[config.mk]
export PLATFORM = sky130hd
export DESIGN_NAME = decode_stage_flat
export DESIGN_NICKNAME = d
export VERILOG_FILES = /design/src/rtl/decode_stage_if.sv /design/src/rtl/decode_stage.sv /design/src/flat_wrapper.sv
export SDC_FILE = /design/constraint.sdc
export NUM_CORES = 1
export LEC_CHECK = 0
export ABC_AREA = 1
export BUFFER_PORTS_ARGS = -buffer_cell sky130_fd_sc_hd__buf_4
export CAP_MARGIN = 20
export CELL_PAD_IN_SITES_DETAIL_PLACEMENT = 2
export CELL_PAD_IN_SITES_GLOBAL_PLACEMENT = 2
export CORE_MARGIN = 5
export CORE_UTILIZATION = 23
export DETAILED_ROUTE_END_ITERATION = 6
export MAX_ROUTING_LAYER = met4
export PLACE_DENSITY = 0.78
export SYNTH_ARGS = -nofsm -noshare
export SYNTH_HDL_FRONTEND = slang
export SYNTH_SLANG_ARGS = --single-unit
[constraint.sdc]
create_clock -name clk_i -period 1.9 [get_ports clk_i]
set_input_delay 0.095 -clock clk_i [delete_from_list [all_inputs] [get_ports clk_i]]
set_output_delay 0.095 -clock clk_i [all_outputs]
set_load 0.02 [all_outputs]
[src/rtl/decode_stage_if.sv]
// ---------------------------------------------------------------------------
// decode_stage_if
// Groups the two pipeline handshakes around the decode stage:
//   upstream   : valid_i / ready_o, inst_i, pc_i        (fetch -> decode)
//   downstream : valid_o / ready_i, registered bundle    (decode -> execute)
// Modports:
//   slave  : the decode stage itself
//   master : the surrounding pipeline (fetch source and execute sink)
// ---------------------------------------------------------------------------
interface decode_stage_if;
   // fetch -> decode
   logic        valid_i;
   logic        ready_o;
   logic [31:0] inst_i;
   logic [31:0] pc_i;

   // decode -> execute
   logic        valid_o;
   logic        ready_i;
   logic [31:0] pc_o;
   logic [31:0] imm_o;
   logic [31:0] rs1_val_o;
   logic [31:0] rs2_val_o;
   logic [4:0]  rd_o;
   logic [6:0]  opcode_o;
   logic [2:0]  funct3_o;
   logic        funct7b5_o;
   logic        rd_wen_o;

   modport slave (
      input  valid_i, inst_i, pc_i, ready_i,
      output ready_o, valid_o, pc_o, imm_o, rs1_val_o, rs2_val_o,
             rd_o, opcode_o, funct3_o, funct7b5_o, rd_wen_o
   );

   modport master (
      output valid_i, inst_i, pc_i, ready_i,
      input  ready_o, valid_o, pc_o, imm_o, rs1_val_o, rs2_val_o,
             rd_o, opcode_o, funct3_o, funct7b5_o, rd_wen_o
   );
endinterface

[src/rtl/decode_stage.sv]
// ---------------------------------------------------------------------------
// decode_stage
// RV32I instruction decode: field extraction, immediate generation, operand
// bypass from EX/MEM/WB, load-use stall, single registered ID/EX slot.
// Ports:
//   clk_i, rst_i              clock, synchronous active-high reset
//   pipe (slave)              upstream/downstream handshakes and ID/EX bundle
//   flush_i                   kill held bundle and incoming instruction
//   rs1/rs2_addr_o            register-file read addresses (combinational)
//   rs1/rs2_data_i            register-file read data
//   ex_*/mem_*/wb_*           producer write-back info used for bypassing
// ---------------------------------------------------------------------------
module decode_stage (
   input  logic                 clk_i,
   input  logic                 rst_i,
   decode_stage_if.slave        pipe,
   input  logic                 flush_i,
   output logic [4:0]           rs1_addr_o,
   output logic [4:0]           rs2_addr_o,
   input  logic [31:0]          rs1_data_i,
   input  logic [31:0]          rs2_data_i,
   input  logic                 ex_wen_i,
   input  logic                 ex_is_load_i,
   input  logic [4:0]           ex_waddr_i,
   input  logic [31:0]          ex_wdata_i,
   input  logic                 mem_wen_i,
   input  logic [4:0]           mem_waddr_i,
   input  logic [31:0]          mem_wdata_i,
   input  logic                 wb_wen_i,
   input  logic [4:0]           wb_waddr_i,
   input  logic [31:0]          wb_wdata_i
);

   localparam int unsigned XLEN   = 32;
   localparam int unsigned REG_AW = 5;

   localparam logic [6:0] OPC_LUI    = 7'b0110111;
   localparam logic [6:0] OPC_AUIPC  = 7'b0010111;
   localparam logic [6:0] OPC_JAL    = 7'b1101111;
   localparam logic [6:0] OPC_JALR   = 7'b1100111;
   localparam logic [6:0] OPC_BRANCH = 7'b1100011;
   localparam logic [6:0] OPC_LOAD   = 7'b0000011;
   localparam logic [6:0] OPC_STORE  = 7'b0100011;
   localparam logic [6:0] OPC_OP_IMM = 7'b0010011;
   localparam logic [6:0] OPC_OP     = 7'b0110011;

   logic [31:0]       inst;
   logic [6:0]        opcode;
   logic [REG_AW-1:0] rd, rs1, rs2;
   logic              use_rs1, use_rs2, wen_class;
   logic [XLEN-1:0]   imm;
   logic [XLEN-1:0]   rs1_val, rs2_val;
   logic              ld_in_ex, hazard, slot_open, accept;

   // Field extraction
   assign inst       = pipe.inst_i;
   assign opcode     = inst[6:0];
   assign rd         = inst[11:7];
   assign rs1        = inst[19:15];
   assign rs2        = inst[24:20];
   assign rs1_addr_o = rs1;
   assign rs2_addr_o = rs2;

   assign use_rs1 = !((opcode == OPC_LUI) || (opcode == OPC_AUIPC) || (opcode == OPC_JAL));

   // Immediate format, rs2 usage and write-enable class per opcode
   always_comb begin
      imm       = '0;
      use_rs2   = 1'b0;
      wen_class = 1'b0;
      case (opcode)
         OPC_LOAD, OPC_OP_IMM, OPC_JALR: begin
            imm       = {{20{inst[31]}}, inst[31:20]};
            wen_class = 1'b1;
         end
         OPC_STORE: begin
            imm     = {{20{inst[31]}}, inst[31:25], inst[11:7]};
            use_rs2 = 1'b1;
         end
         OPC_BRANCH: begin
            imm     = {{19{inst[31]}}, inst[31], inst[7], inst[30:25], inst[11:8], 1'b0};
            use_rs2 = 1'b1;
         end
         OPC_LUI, OPC_AUIPC: begin
            imm       = {inst[31:12], 12'b0};
            wen_class = 1'b1;
         end
         OPC_JAL: begin
            imm       = {{11{inst[31]}}, inst[31], inst[19:12], inst[20], inst[30:21], 1'b0};
            wen_class = 1'b1;
         end
         OPC_OP: begin
            use_rs2   = 1'b1;
            wen_class = 1'b1;
         end
         default: ;
      endcase
   end

   // Bypass select, youngest producer first. A matching load in EX blocks
   // older matches; if the source is used, the hazard stalls anyway.
   function automatic logic [XLEN-1:0] fwd(input logic [REG_AW-1:0] a,
                                           input logic [XLEN-1:0]   rf_data);
      if (a == '0)
         return '0;
      if (ex_wen_i && (ex_waddr_i == a))
         return ex_is_load_i ? rf_data : ex_wdata_i;
      if (mem_wen_i && (mem_waddr_i == a))
         return mem_wdata_i;
      if (wb_wen_i && (wb_waddr_i == a))
         return wb_wdata_i;
      return rf_data;
   endfunction

   always_comb begin
      rs1_val = fwd(rs1, rs1_data_i);
      rs2_val = fwd(rs2, rs2_data_i);
   end

   // Load-use hazard against the sources this opcode actually reads
   assign ld_in_ex = ex_wen_i && ex_is_load_i && (ex_waddr_i != '0);
   assign hazard   = ld_in_ex && ((use_rs1 && (ex_waddr_i == rs1)) ||
                                  (use_rs2 && (ex_waddr_i == rs2)));

   assign slot_open    = !pipe.valid_o || pipe.ready_i;
   assign pipe.ready_o = flush_i || (!hazard && slot_open);
   assign accept       = pipe.valid_i && pipe.ready_o;

   // ID/EX slot; a held bundle is never re-forwarded since only older
   // producers exist downstream of it
   always_ff @(posedge clk_i) begin
      if (rst_i) begin
         pipe.valid_o    <= 1'b0;
         pipe.pc_o       <= '0;
         pipe.imm_o      <= '0;
         pipe.rs1_val_o  <= '0;
         pipe.rs2_val_o  <= '0;
         pipe.rd_o       <= '0;
         pipe.opcode_o   <= '0;
         pipe.funct3_o   <= '0;
         pipe.funct7b5_o <= 1'b0;
         pipe.rd_wen_o   <= 1'b0;
      end else if (flush_i) begin
         pipe.valid_o <= 1'b0;
      end else if (slot_open) begin
         pipe.valid_o <= pipe.valid_i && !hazard;
         if (accept) begin
            pipe.pc_o       <= pipe.pc_i;
            pipe.imm_o      <= imm;
            pipe.rs1_val_o  <= rs1_val;
            pipe.rs2_val_o  <= rs2_val;
            pipe.rd_o       <= rd;
            pipe.opcode_o   <= opcode;
            pipe.funct3_o   <= inst[14:12];
            pipe.funct7b5_o <= inst[30];
            pipe.rd_wen_o   <= wen_class && (rd != '0);
         end
      end
   end

endmodule

[src/flat_wrapper.sv]
// flat-port wrapper written by rule: the top's interface ports become plain ports
module decode_stage_flat 
  (clk_i, rst_i, flush_i, rs1_addr_o, rs2_addr_o, rs1_data_i, rs2_data_i, ex_wen_i, ex_is_load_i, ex_waddr_i, ex_wdata_i, mem_wen_i, mem_waddr_i, mem_wdata_i, wb_wen_i, wb_waddr_i, wb_wdata_i, pipe_valid_i, pipe_inst_i, pipe_pc_i, pipe_ready_i, pipe_ready_o, pipe_valid_o, pipe_pc_o, pipe_imm_o, pipe_rs1_val_o, pipe_rs2_val_o, pipe_rd_o, pipe_opcode_o, pipe_funct3_o, pipe_funct7b5_o, pipe_rd_wen_o);
  decode_stage_if pipe_i ();
  input  logic clk_i;
  input  logic rst_i;
  input  logic flush_i;
  output logic [4:0] rs1_addr_o;
  output logic [4:0] rs2_addr_o;
  input  logic [31:0] rs1_data_i;
  input  logic [31:0] rs2_data_i;
  input  logic ex_wen_i;
  input  logic ex_is_load_i;
  input  logic [4:0] ex_waddr_i;
  input  logic [31:0] ex_wdata_i;
  input  logic mem_wen_i;
  input  logic [4:0] mem_waddr_i;
  input  logic [31:0] mem_wdata_i;
  input  logic wb_wen_i;
  input  logic [4:0] wb_waddr_i;
  input  logic [31:0] wb_wdata_i;
  input wire logic [$bits(pipe_i.valid_i)-1:0] pipe_valid_i;
  input wire logic [$bits(pipe_i.inst_i)-1:0] pipe_inst_i;
  input wire logic [$bits(pipe_i.pc_i)-1:0] pipe_pc_i;
  input wire logic [$bits(pipe_i.ready_i)-1:0] pipe_ready_i;
  output wire logic [$bits(pipe_i.ready_o)-1:0] pipe_ready_o;
  output wire logic [$bits(pipe_i.valid_o)-1:0] pipe_valid_o;
  output wire logic [$bits(pipe_i.pc_o)-1:0] pipe_pc_o;
  output wire logic [$bits(pipe_i.imm_o)-1:0] pipe_imm_o;
  output wire logic [$bits(pipe_i.rs1_val_o)-1:0] pipe_rs1_val_o;
  output wire logic [$bits(pipe_i.rs2_val_o)-1:0] pipe_rs2_val_o;
  output wire logic [$bits(pipe_i.rd_o)-1:0] pipe_rd_o;
  output wire logic [$bits(pipe_i.opcode_o)-1:0] pipe_opcode_o;
  output wire logic [$bits(pipe_i.funct3_o)-1:0] pipe_funct3_o;
  output wire logic [$bits(pipe_i.funct7b5_o)-1:0] pipe_funct7b5_o;
  output wire logic [$bits(pipe_i.rd_wen_o)-1:0] pipe_rd_wen_o;
  assign pipe_i.valid_i = pipe_valid_i;
  assign pipe_i.inst_i = pipe_inst_i;
  assign pipe_i.pc_i = pipe_pc_i;
  assign pipe_i.ready_i = pipe_ready_i;
  assign pipe_ready_o = pipe_i.ready_o;
  assign pipe_valid_o = pipe_i.valid_o;
  assign pipe_pc_o = pipe_i.pc_o;
  assign pipe_imm_o = pipe_i.imm_o;
  assign pipe_rs1_val_o = pipe_i.rs1_val_o;
  assign pipe_rs2_val_o = pipe_i.rs2_val_o;
  assign pipe_rd_o = pipe_i.rd_o;
  assign pipe_opcode_o = pipe_i.opcode_o;
  assign pipe_funct3_o = pipe_i.funct3_o;
  assign pipe_funct7b5_o = pipe_i.funct7b5_o;
  assign pipe_rd_wen_o = pipe_i.rd_wen_o;
  decode_stage u_core (.clk_i(clk_i), .rst_i(rst_i), .pipe(pipe_i), .flush_i(flush_i), .rs1_addr_o(rs1_addr_o), .rs2_addr_o(rs2_addr_o), .rs1_data_i(rs1_data_i), .rs2_data_i(rs2_data_i), .ex_wen_i(ex_wen_i), .ex_is_load_i(ex_is_load_i), .ex_waddr_i(ex_waddr_i), .ex_wdata_i(ex_wdata_i), .mem_wen_i(mem_wen_i), .mem_waddr_i(mem_waddr_i), .mem_wdata_i(mem_wdata_i), .wb_wen_i(wb_wen_i), .wb_waddr_i(wb_waddr_i), .wb_wdata_i(wb_wdata_i));
endmodule
==> results by group, run 1 <==
Setup path
  – Crit path launch type: flop
  – Reg2reg setup slack: 170 ps
  – Crit path max fanout: 28
  – Slowest cell on the critical path: dfxtp_1
  – CP Data Arrival Time: 2130 ps
  – CP required: 2300 ps
  – Delay of the slowest cell on the worst path: 350 ps
  – Worst path cell trace: nand2_1 -> nand4_4 -> inv_4 -> buf_4 -> nand2_1 -> a21oi_1
  – Crit. End Element: flop
  – Most repeated library cell on the critical path: nand2_1
  – Start-to-end type of the worst setup path: flop to flop

Final layout
  – Area Overhead vs Synth: 53.5%
  – Most common library cell in the layout ignoring fill and taps: nand2_1
  – Total of fill cells in the finished design: 5,133
  – Layout Nets: 2,405
  – Ratio of cells with drive above 1 in the final layout: 0.265
  – Highest-count cells in the layout ignoring fill and taps: nand2_1, buf_4, nor2_1

Place
  – Detailed-placement wirelength estimate: 42,500 um
  – Placer congestion estimate: 0.881
  – IO Port Bufs: 404

Synthesis
  – Biggest area consumer among synthesized cells: dfxtp_1
  – Yosys top cell area share: 0.300
  – Yosys warning count: 0
  – Unique masters post-synth: 27
  – Post-Syn Instances: 1,725
  – Main area contributors after synthesis: dfxtp_1, nand2_1, nor2_1
  – Sequential fraction of the synthesis area: 0.300
  – Mean cell area of the mapped netlist: 5.64 sq um
  – Flop and latch count out of synthesis: 146
  – Syn Std Cell Area: 9730 sq um
  – Net count of the mapped netlist: 1,973

Floorplan
  – Die Area: 46,500 sq um
  – X dimension of the die: 216 um
  – Die Y: 216 um
  – # rows: 75
  – Starting Density: 0.232
  – Core Box Area: 41,900 sq um
  – Top-level I/O count: 405

STA
  – Share of the clock period used by the worst path after layout: 0.912
  – Setup Viol. Count Final: 0
  – Worst hold-check slack: 37.1 ps
  – Relative slew slack: 0.609
  – Transition at the pin with the smallest max-transition slack: 582 ps
  – Final number of hold-violating endpoints: 0
  – Minimum period implied by the final worst setup slack: 1730 ps
  – Setup repair after global routing missed its margin: false
  – Fin. max-slew vios: 0
  – Setup total negative slack: 0 ps
  – Max Clock Skew: 12.3 ps
  – Max frequency: 577 MHz

GRT
  – First-pass GRT wire length: 89,300 um
  – Global routing usage summed across all routing layers: 0.255
  – Remaining global-route overflow: 0
  – Number of global-route vias before repair: 14,730
  – Maximum number of pins on one net before global-route repair: 71
  – Initial antenna violation count: 6

Worst hold path
  – Type of the worst min-delay path: input pin to flop

Clock network
  – Clock-pin slew on the worst setup and hold paths: 80 ps
  – Clock latency reported for the late side of the worst-skew pair: 500 ps
  – Clock sink count: 146
  – Clock H-tree levels: 4
  – Root buffer cell: clkbuf_16
  – Cts hold-fix bufs: 54
  – Count of buffers added by post-CTS timing repair for setup: 0
  – Max Root-Sink Buffers: 2
  – Number of clock buffers inserted by TritonCTS: 17
  – Post-cts repair resize count: 0
  – CTS tree: done

Flow run
  – Number of max-capacitance violations reported: 0

Drt
  – Via count of the routed design: 13,143
  – Post-detailed-route wirelength per cell: 21.8 um
  – Count of antenna-violating nets left after detailed routing: 0
  – Routed via count divided by cell count: 4.84
  – Final WL: 59,200 um
  – Residual DRC: 0
  – 1st-iter DRT viols: 666
  – DRT Pass-1 Iters: 5

Power
  – Maximum VDD drop: 0.493 mV
  – Total power density per cell area: 620 nW/um^2
  – Standby leakage power: 7.51 nW
  – Overall power: 9.26 mW

Status
  – Outcome: completed
==> sequential cells by signal (all words and copies together) (netlist names) <==
signal and cells:
u_core.pipe.rs1_val_o 32, u_core.pipe.rd_wen_o 1, u_core.pipe.opcode_o 7, u_core.pipe.valid_o 1
u_core.pipe.funct7b5_o 1, u_core.pipe.rs2_val_o 32, u_core.pipe.funct3_o 3, u_core.pipe.rd_o 5
u_core.pipe.pc_o 32, u_core.pipe.imm_o 32
==> kinds of logic after synthesis <==
logic type / after synthesis / synth area share
flops: 146 / 0.300
buf+inv: 302 / 0.130
simple gates: 1021 / 0.433
xor+xnor: 8 / 0.00720
compound gates: 248 / 0.129
==> cell usage after synthesis <==
cell type    n
o21ai_0     92
nor2_1     219
buf_4       10
nand4_1     69
a32oi_1      1
inv_2       12
inv_1      168
buf_2       30
buf_1        1
nor4_1       1
nand2_2      4
o21ai_1      3
nand4_2      1
nor2_2       1
buf_6        8
xnor2_1      5
clkbuf_1    73
dfxtp_1    146
o22ai_1      2
a41oi_1      1
nand3_1     81
xor2_1       3
a211oi_1     1
nand2_1    612
a21oi_1    148
or2_2       32
nor2_4       1
==> metal layers <==
| metal | routed length, um | track usage | vias to the layer above |
|---|---|---|---|
| li1 | - | - | 6265 |
| met2 | 29500 | 0.440 | 386 |
| met4 | 1340 | 0.0755 | 0 |
| met1 | 24900 | 0.292 | 6411 |
| met3 | 3470 | 0.0680 | 81 |
| met5 | 0 | - | - |
==> power breakdown <==
part           switching (mW)  leakage, nW  internal (mW)
sequential             0.0847         1.19           3.19
combinational            1.44         6.04           1.03
clock                    1.78        0.285           1.73
total                    3.31         7.51           5.95
==> worst max-delay path, delay by kind of cell (launching register included) <==
kind	cells	cell delay (ps)
buffers and inverters	2	490
AOI/OAI and AO/OA	1	280
DFF	1	350
and+or+nand+nor	3	500
==> area by class of cell <==
| cell class | count | area, sq um | share of cell area |
|---|---|---|---|
| Clock inverter | 15 | 144 | 0.00963 |
| Sequential cell | 146 | 2920 | 0.196 |
| Antenna cell | 6 | 15.0 | 0.00100 |
| Inverter | 180 | 678 | 0.0454 |
| Multi-Input combinational cell | 1277 | 5630 | 0.377 |
| Clock buffer | 17 | 425 | 0.0285 |
| Timing Repair Buffer | 535 | 4450 | 0.298 |
| Tap cell | 539 | 674 | 0.0451 |
==> metrics by stage <==
step / setup slack (ps) / cells / utilization / instance area, sq um
floorplan: 453 / 1725 / - / 9730
global placement: 18.2 / 2623 / 0.329 / 13800
detailed placement: -81.9 / 2623 / 0.329 / 13800
CTS: 260 / 2709 / 0.356 / 14900
global route: 125 / 2715 / 0.356 / 14900
finish: 167 / 2715 / 0.356 / 14900
==> final timing paths <==
check,from,to,cells after the start
worst min-delay path,pipe_inst_i[31],u_core.pipe.imm_o[31],5
worst min register to register,u_core.pipe.rs1_val_o[26],u_core.pipe.rs1_val_o[26],2
worst max register to register,u_core.pipe.valid_o,u_core.pipe.pc_o[23],6
worst max-delay path,u_core.pipe.valid_o,u_core.pipe.pc_o[23],6
Note: power is estimated with default switching activity, not from simulation.
==> inputs of run 2 (changes only) <==
==> constraint.sdc (replaced) <==
create_clock -name clk_i -period 1.78 [get_ports clk_i]
set_input_delay 0.089 -clock clk_i [delete_from_list [all_inputs] [get_ports clk_i]]
set_output_delay 0.089 -clock clk_i [all_outputs]
set_load 0.02 [all_outputs]
==> run 2 against run 1 <==
Clock-buffer cell count unchanged. Power increased by 6.8%. Via count rose by 1.2%. Routed wire length is 1.2% higher. Die area unchanged. Sequential share of layout area decreased by 0.29 points. Combinational power grew 9.3%. Worst setup slack worse by 38 ps. Critical endpoint is now pipe_ready_o. Largest cell class unchanged.
==> results by group, run 2 (synthesized netlist as in run 1, its figures left out) <==
Floorplan
  – Die Y: 216 um
  – X dimension of the die: 216 um
  – Core Box Area: 41,900 sq um
  – Top-level I/O count: 405
  – Starting Density: 0.232
  – # rows: 75
  – Die Area: 46,500 sq um

Drt
  – Routed via count divided by cell count: 4.84
  – Total length of routed met3 wires: 3160 um
  – 1st-iter DRT viols: 583
  – Via count of the routed design: 13,296
  – Residual DRC: 0
  – Count of antenna-violating nets left after detailed routing: 0
  – Top layer reached by signal wires: met4
  – Total routed wire length on the met1 layer: 25,200 um
  – DRT Pass-1 Iters: 5
  – Final WL: 59,900 um
  – Met2 WL post-DR: 30,300 um
  – Post-detailed-route wirelength per cell: 21.8 um

Final layout
  – Final Non-Filler Cells: 2,747
  – Most common library cell in the layout ignoring fill and taps: nand2_1
  – Fin util: 0.362
  – Highest-count cells in the layout ignoring fill and taps: nand2_1, buf_4, nor2_1
  – Layout Nets: 2,433
  – Ratio of cells with drive above 1 in the final layout: 0.276
  – Area Overhead vs Synth: 55.8%

STA
  – Setup Viol. Count Final: 0
  – Final worst slack: 130 ps
  – Max frequency: 606 MHz
  – Setup repair after global routing missed its margin: false
  – Share of the clock period used by the worst path after layout: 0.927
  – Fin. max-slew vios: 0
  – Worst hold-check slack: 85.6 ps
  – Relative slew slack: 0.585
  – Minimum period implied by the final worst setup slack: 1650 ps
  – Setup total negative slack: 0 ps
  – Max Clock Skew: 9.70 ps
  – Transition at the pin with the smallest max-transition slack: 619 ps
  – Final number of hold-violating endpoints: 0

Power
  – Total power density per cell area: 652 nW/um^2
  – Standby leakage power: 7.64 nW
  – Maximum VDD drop: 0.474 mV

Clock network
  – Number of clock buffers inserted by TritonCTS: 17
  – Clock-pin slew on the worst setup and hold paths: 70 ps
  – CTS tree: done
  – Clock latency reported for the late side of the worst-skew pair: 460 ps
  – Max Root-Sink Buffers: 2
  – Clock H-tree levels: 4
  – Count of buffers added by post-CTS timing repair for setup: 0
  – Root buffer cell: clkbuf_16
  – Clock sink count: 146

Flow run
  – Number of max-capacitance violations reported: 0

GRT
  – Remaining global-route overflow: 0
  – Global routing usage summed across all routing layers: 0.255
  – Maximum number of pins on one net before global-route repair: 71
  – Number of global-route vias before repair: 14,936
  – First-pass GRT wire length: 90,000 um
  – Initial antenna violation count: 9

Worst hold path
  – Type of the worst min-delay path: input pin to flop

Place
  – IO Port Bufs: 404
  – Detailed-placement wirelength estimate: 43,000 um
  – Total instance count after detailed placement: 2,652
  – Post-placement setup slack: -193 ps
  – Placer congestion estimate: 0.874

Setup path
  – CP required: 1690 ps
  – Crit. End Element: output port
  – CP Data Arrival Time: 1560 ps
  – Crit path launch type: input pin
  – Crit path max fanout: 3
  – Start-to-end type of the worst setup path: input pin to output port

Status
  – Outcome: completed
[run 2: cell count changes in the layout (fill, tap and decap cells not counted), sizes merged]
cell and delta:
diode +4, inv +2, buf +29, clkinv -3
dlygate4sd3 -1, clkinvlp +1
[run 2: where the power goes]
part	switching (mW)	internal, mW
Combinational	1.55	1.15
Clock	1.85	1.86
Sequential	0.0920	3.40
[run 2: layer usage]
metal	vias up	GRT usage
met5	-	-
met4	0	0.0800
met3	77	0.0542
met2	365	0.448
met1	6530	0.291
li1	6324	-
[run 2: stage by stage]
stage	area [sq um]	power [mW]
floorplan	9730	4.74
global placement	14000	6.06
detailed placement	14000	6.13
CTS	15100	9.94
global route	15200	10.3
finish	15200	9.90
[run 2: worst paths after layout]
| check | startpoint | to | slack, ps | cells after the start |
|---|---|---|---|---|
| max | pipe_inst_i[1] | pipe_ready_o | 130 | 14 |
| min reg2reg | u_core.pipe.rs2_val_o[28] | u_core.pipe.rs2_val_o[28] | 470 | 2 |
| max reg2reg | u_core.pipe.valid_o | u_core.pipe.pc_o[3] | 160 | 6 |
| min | pipe_inst_i[31] | u_core.pipe.imm_o[31] | 90 | 5 |
[run 2: critical path, stage by stage]
cell and delay [ps]:
buf_4 90, nand2_1 120, inv_2 110, nand2_1 120
nor2_2 150, inv_1 70, nand2_1 90, nand2_1 60
nand2_1 70, nand2_2 70, buf_4 150, nand2_1 100
nand2_2 100, buf_4 170
[run 2: area by class of cell]
cell class,count,area (sq um)
timing repair buffer,563,4670
antenna,10,25.0
sequential,146,2920
inverter,180,678
fill,5137,26800
tap,539,674
multi-input combinational,1277,5640
clock inverter,15,138
clock buffer,17,425
[run 2: repair_timing]
item                       in CTS  in global routing
hold endpoints to repair       53                  0
hold buffers                   53                  0
gates resized for setup         0                  5
setup endpoints to repair       0                 11
==> inputs of run 3 (changes only) <==
==> constraint.sdc (replaced) <==
create_clock -name clk_i -period 1.6 [get_ports clk_i]
set_input_delay 0.08 -clock clk_i [delete_from_list [all_inputs] [get_ports clk_i]]
set_output_delay 0.08 -clock clk_i [all_outputs]
set_load 0.02 [all_outputs]
==> run 3 against run 2 <==
Clock power up 25%. Die area did not move. Clock-buffer cell count increased by 2. Critical path depth shrank 1. Register-to-register slack got worse by 90 ps. Critical path type unchanged. Largest power group unchanged.
==> results by group, run 3 (synthesized netlist as in run 1, its figures left out) <==
Status
  – Outcome: completed

Setup path
  – Crit path launch type: input pin
  – Worst path cell trace: buf_4 -> nor2_1 -> nand2_1 -> nor2_2 -> inv_1 -> nand2_2 -> nand2_1 -> nand2_1 -> nand2_2 -> buf_4 -> nand2_1 -> nand2_2 -> buf_4
  – Worst R2R End: u_core.pipe.imm_o[28]
  – Crit path max fanout: 4
  – CP Data Arrival Time: 1490 ps
  – Reg2reg setup slack: 70 ps
  – Most repeated library cell on the critical path: nand2_1
  – Worst r2r src: u_core.pipe.valid_o
  – Start-to-end type of the worst setup path: input pin to output port
  – CP required: 1520 ps
  – Crit. End Element: output port
  – Delay of the slowest cell on the worst path: 170 ps
  – Count of cells along the worst register-to-register path: 6
  – Slowest cell on the critical path: buf_4

Floorplan
  – Top-level I/O count: 405
  – # rows: 75
  – X dimension of the die: 216 um
  – Die Area: 46,500 sq um
  – Die Y: 216 um
  – Starting Density: 0.232
  – Core Box Area: 41,900 sq um

Worst hold path
  – Hold path start: pipe_inst_i[31]
  – Number of cells on the worst hold path: 5
  – Hold EP: u_core.pipe.imm_o[31]
  – Type of the worst min-delay path: input pin to flop

Place
  – Post-DP Area: 14,200 sq um
  – Placer congestion estimate: 0.874
  – Detailed-placement wirelength estimate: 44,300 um
  – IO Port Bufs: 404

Clock network
  – Max Root-Sink Buffers: 2
  – CTS tree: done
  – Clock sink count: 146
  – Root buffer cell: clkbuf_16
  – Clock latency reported for the late side of the worst-skew pair: 470 ps
  – Clock H-tree levels: 4
  – Number of clock buffers inserted by TritonCTS: 17
  – Clock-pin slew on the worst setup and hold paths: 70 ps

GRT
  – Remaining global-route overflow: 0
  – First-pass GRT wire length: 92,300 um
  – Global routing usage summed across all routing layers: 0.262
  – Initial antenna violation count: 4
  – Number of global-route vias before repair: 14,982
  – Maximum number of pins on one net before global-route repair: 69

Drt
  – Total routed wire length on the met1 layer: 25,400 um
  – 1st-iter DRT viols: 625
  – Count of antenna-violating nets left after detailed routing: 0
  – Top layer reached by signal wires: met4
  – Routed via count divided by cell count: 4.90
  – Total length of routed met3 wires: 3550 um
  – DRT Pass-1 Iters: 5
  – Final WL: 61,700 um
  – Via count of the routed design: 13,513
  – Residual DRC: 0
  – Met2 WL post-DR: 30,900 um
  – Post-detailed-route wirelength per cell: 22.4 um

Power
  – Internal portion of total power: 7.73 mW
  – Maximum VDD drop: 0.518 mV
  – Clock power share: 0.398
  – Combinational share of power: 0.268
  – Net Sw Frac: 0.335
  – Standby leakage power: 7.79 nW
  – Total power density per cell area: 749 nW/um^2
  – Sequential Power Share: 0.334
  – Net switching power figure: 3.89 mW

STA
  – Final number of hold-violating endpoints: 0
  – Minimum period implied by the final worst setup slack: 1570 ps
  – Setup Viol. Count Final: 0
  – Share of the clock period used by the worst path after layout: 0.983
  – Transition at the pin with the smallest max-transition slack: 546 ps
  – Relative slew slack: 0.632
  – Max Clock Skew: 12.8 ps
  – Max frequency: 636 MHz
  – Worst hold-check slack: 40.4 ps
  – Fin. max-slew vios: 0

Final layout
  – Fin util: 0.370
  – Highest-count cells in the layout ignoring fill and taps: nand2_1, buf_4, nor2_1
  – Total non-filler cell area in the finished layout: 15,500 sq um
  – Ratio of cells with drive above 1 in the final layout: 0.287
  – Layout Nets: 2,448
  – Area Overhead vs Synth: 59.5%
  – Most common library cell in the layout ignoring fill and taps: nand2_1

Flow run
  – Number of max-capacitance violations reported: 0
## run 3: changes by cell type in the layout (fill, tap and decap cells not counted), sizes merged
cell,change
diode,-6
buf,+15
inv,-4
clkbuf,+3
clkinvlp,-1
bufinv,+3
dlygate4sd3,-1
## run 3: per-stage QoR
step	std cells	setup TNS (ps)	power (mW)	setup slack, ps
final	2756	0	11.6	27.0
after global placement	2664	-25890	6.80	-275
after floorplan	1725	0	5.27	168
after global routing	2756	-70.4	12.1	-55.6
after CTS	2748	0	11.6	7.28
after detailed placement	2664	-42560	6.88	-425
## run 3: what timing repair did
| action | 4_1_cts | 5_1_grt |
|---|---|---|
| hold endpoints to repair | 53 | 0 |
| pin swaps | 0 | 4 |
| hold buffers | 52 | 0 |
| setup endpoints to repair | 1 | 54 |
| buffers inserted | 0 | 3 |
| gates resized for setup | 1 | 21 |
| cloned | 0 | 1 |
## run 3: cell type report
cell class,instances,area [sq um]
Tap cell,539,674
Clock inverter,13,190
Fill cell,5116,26400
Sequential cell,146,2920
Clock buffer,19,453
Antenna cell,4,10.0
Timing Repair Buffer,578,4910
Multi-Input combinational cell,1277,5680
Inverter,180,681
## run 3: power groups by stage
| stage | Clock (mW) | Combinational (mW) | Sequential (mW) |
|---|---|---|---|
| global placement | 0 | 2.85 | 3.95 |
| global route | 4.84 | 3.36 | 3.91 |
| CTS | 4.69 | 3.05 | 3.88 |
| detailed placement | 0 | 2.92 | 3.96 |
| floorplan | 0 | 1.15 | 4.12 |
| finish | 4.62 | 3.11 | 3.89 |
## run 3: worst max-delay path, delay by kind of cell
family,cells,cell delay [ps]
simple gates,9,900
buf+inv,4,530
## run 3: how the worst max path moves through the flow
stage,start,end,slack (ps),depth (start not counted)
floorplan,pipe_inst_i[1],u_core.pipe.imm_o[15],170,14
global placement,pipe_inst_i[24],u_core.pipe.rs2_val_o[7],-280,14
detailed placement,pipe_inst_i[4],u_core.pipe.pc_o[1],-430,14
CTS,pipe_inst_i[1],pipe_ready_o,7,14
global route,pipe_inst_i[2],pipe_ready_o,-60,13
finish,pipe_inst_i[2],pipe_ready_o,30,13
## run 3: metal layers
metal  GRT usage  up-vias
met3      0.0612      110
met2       0.451      405
li1            -     6346
met5           -        -
met1       0.297     6652
met4      0.0954        0
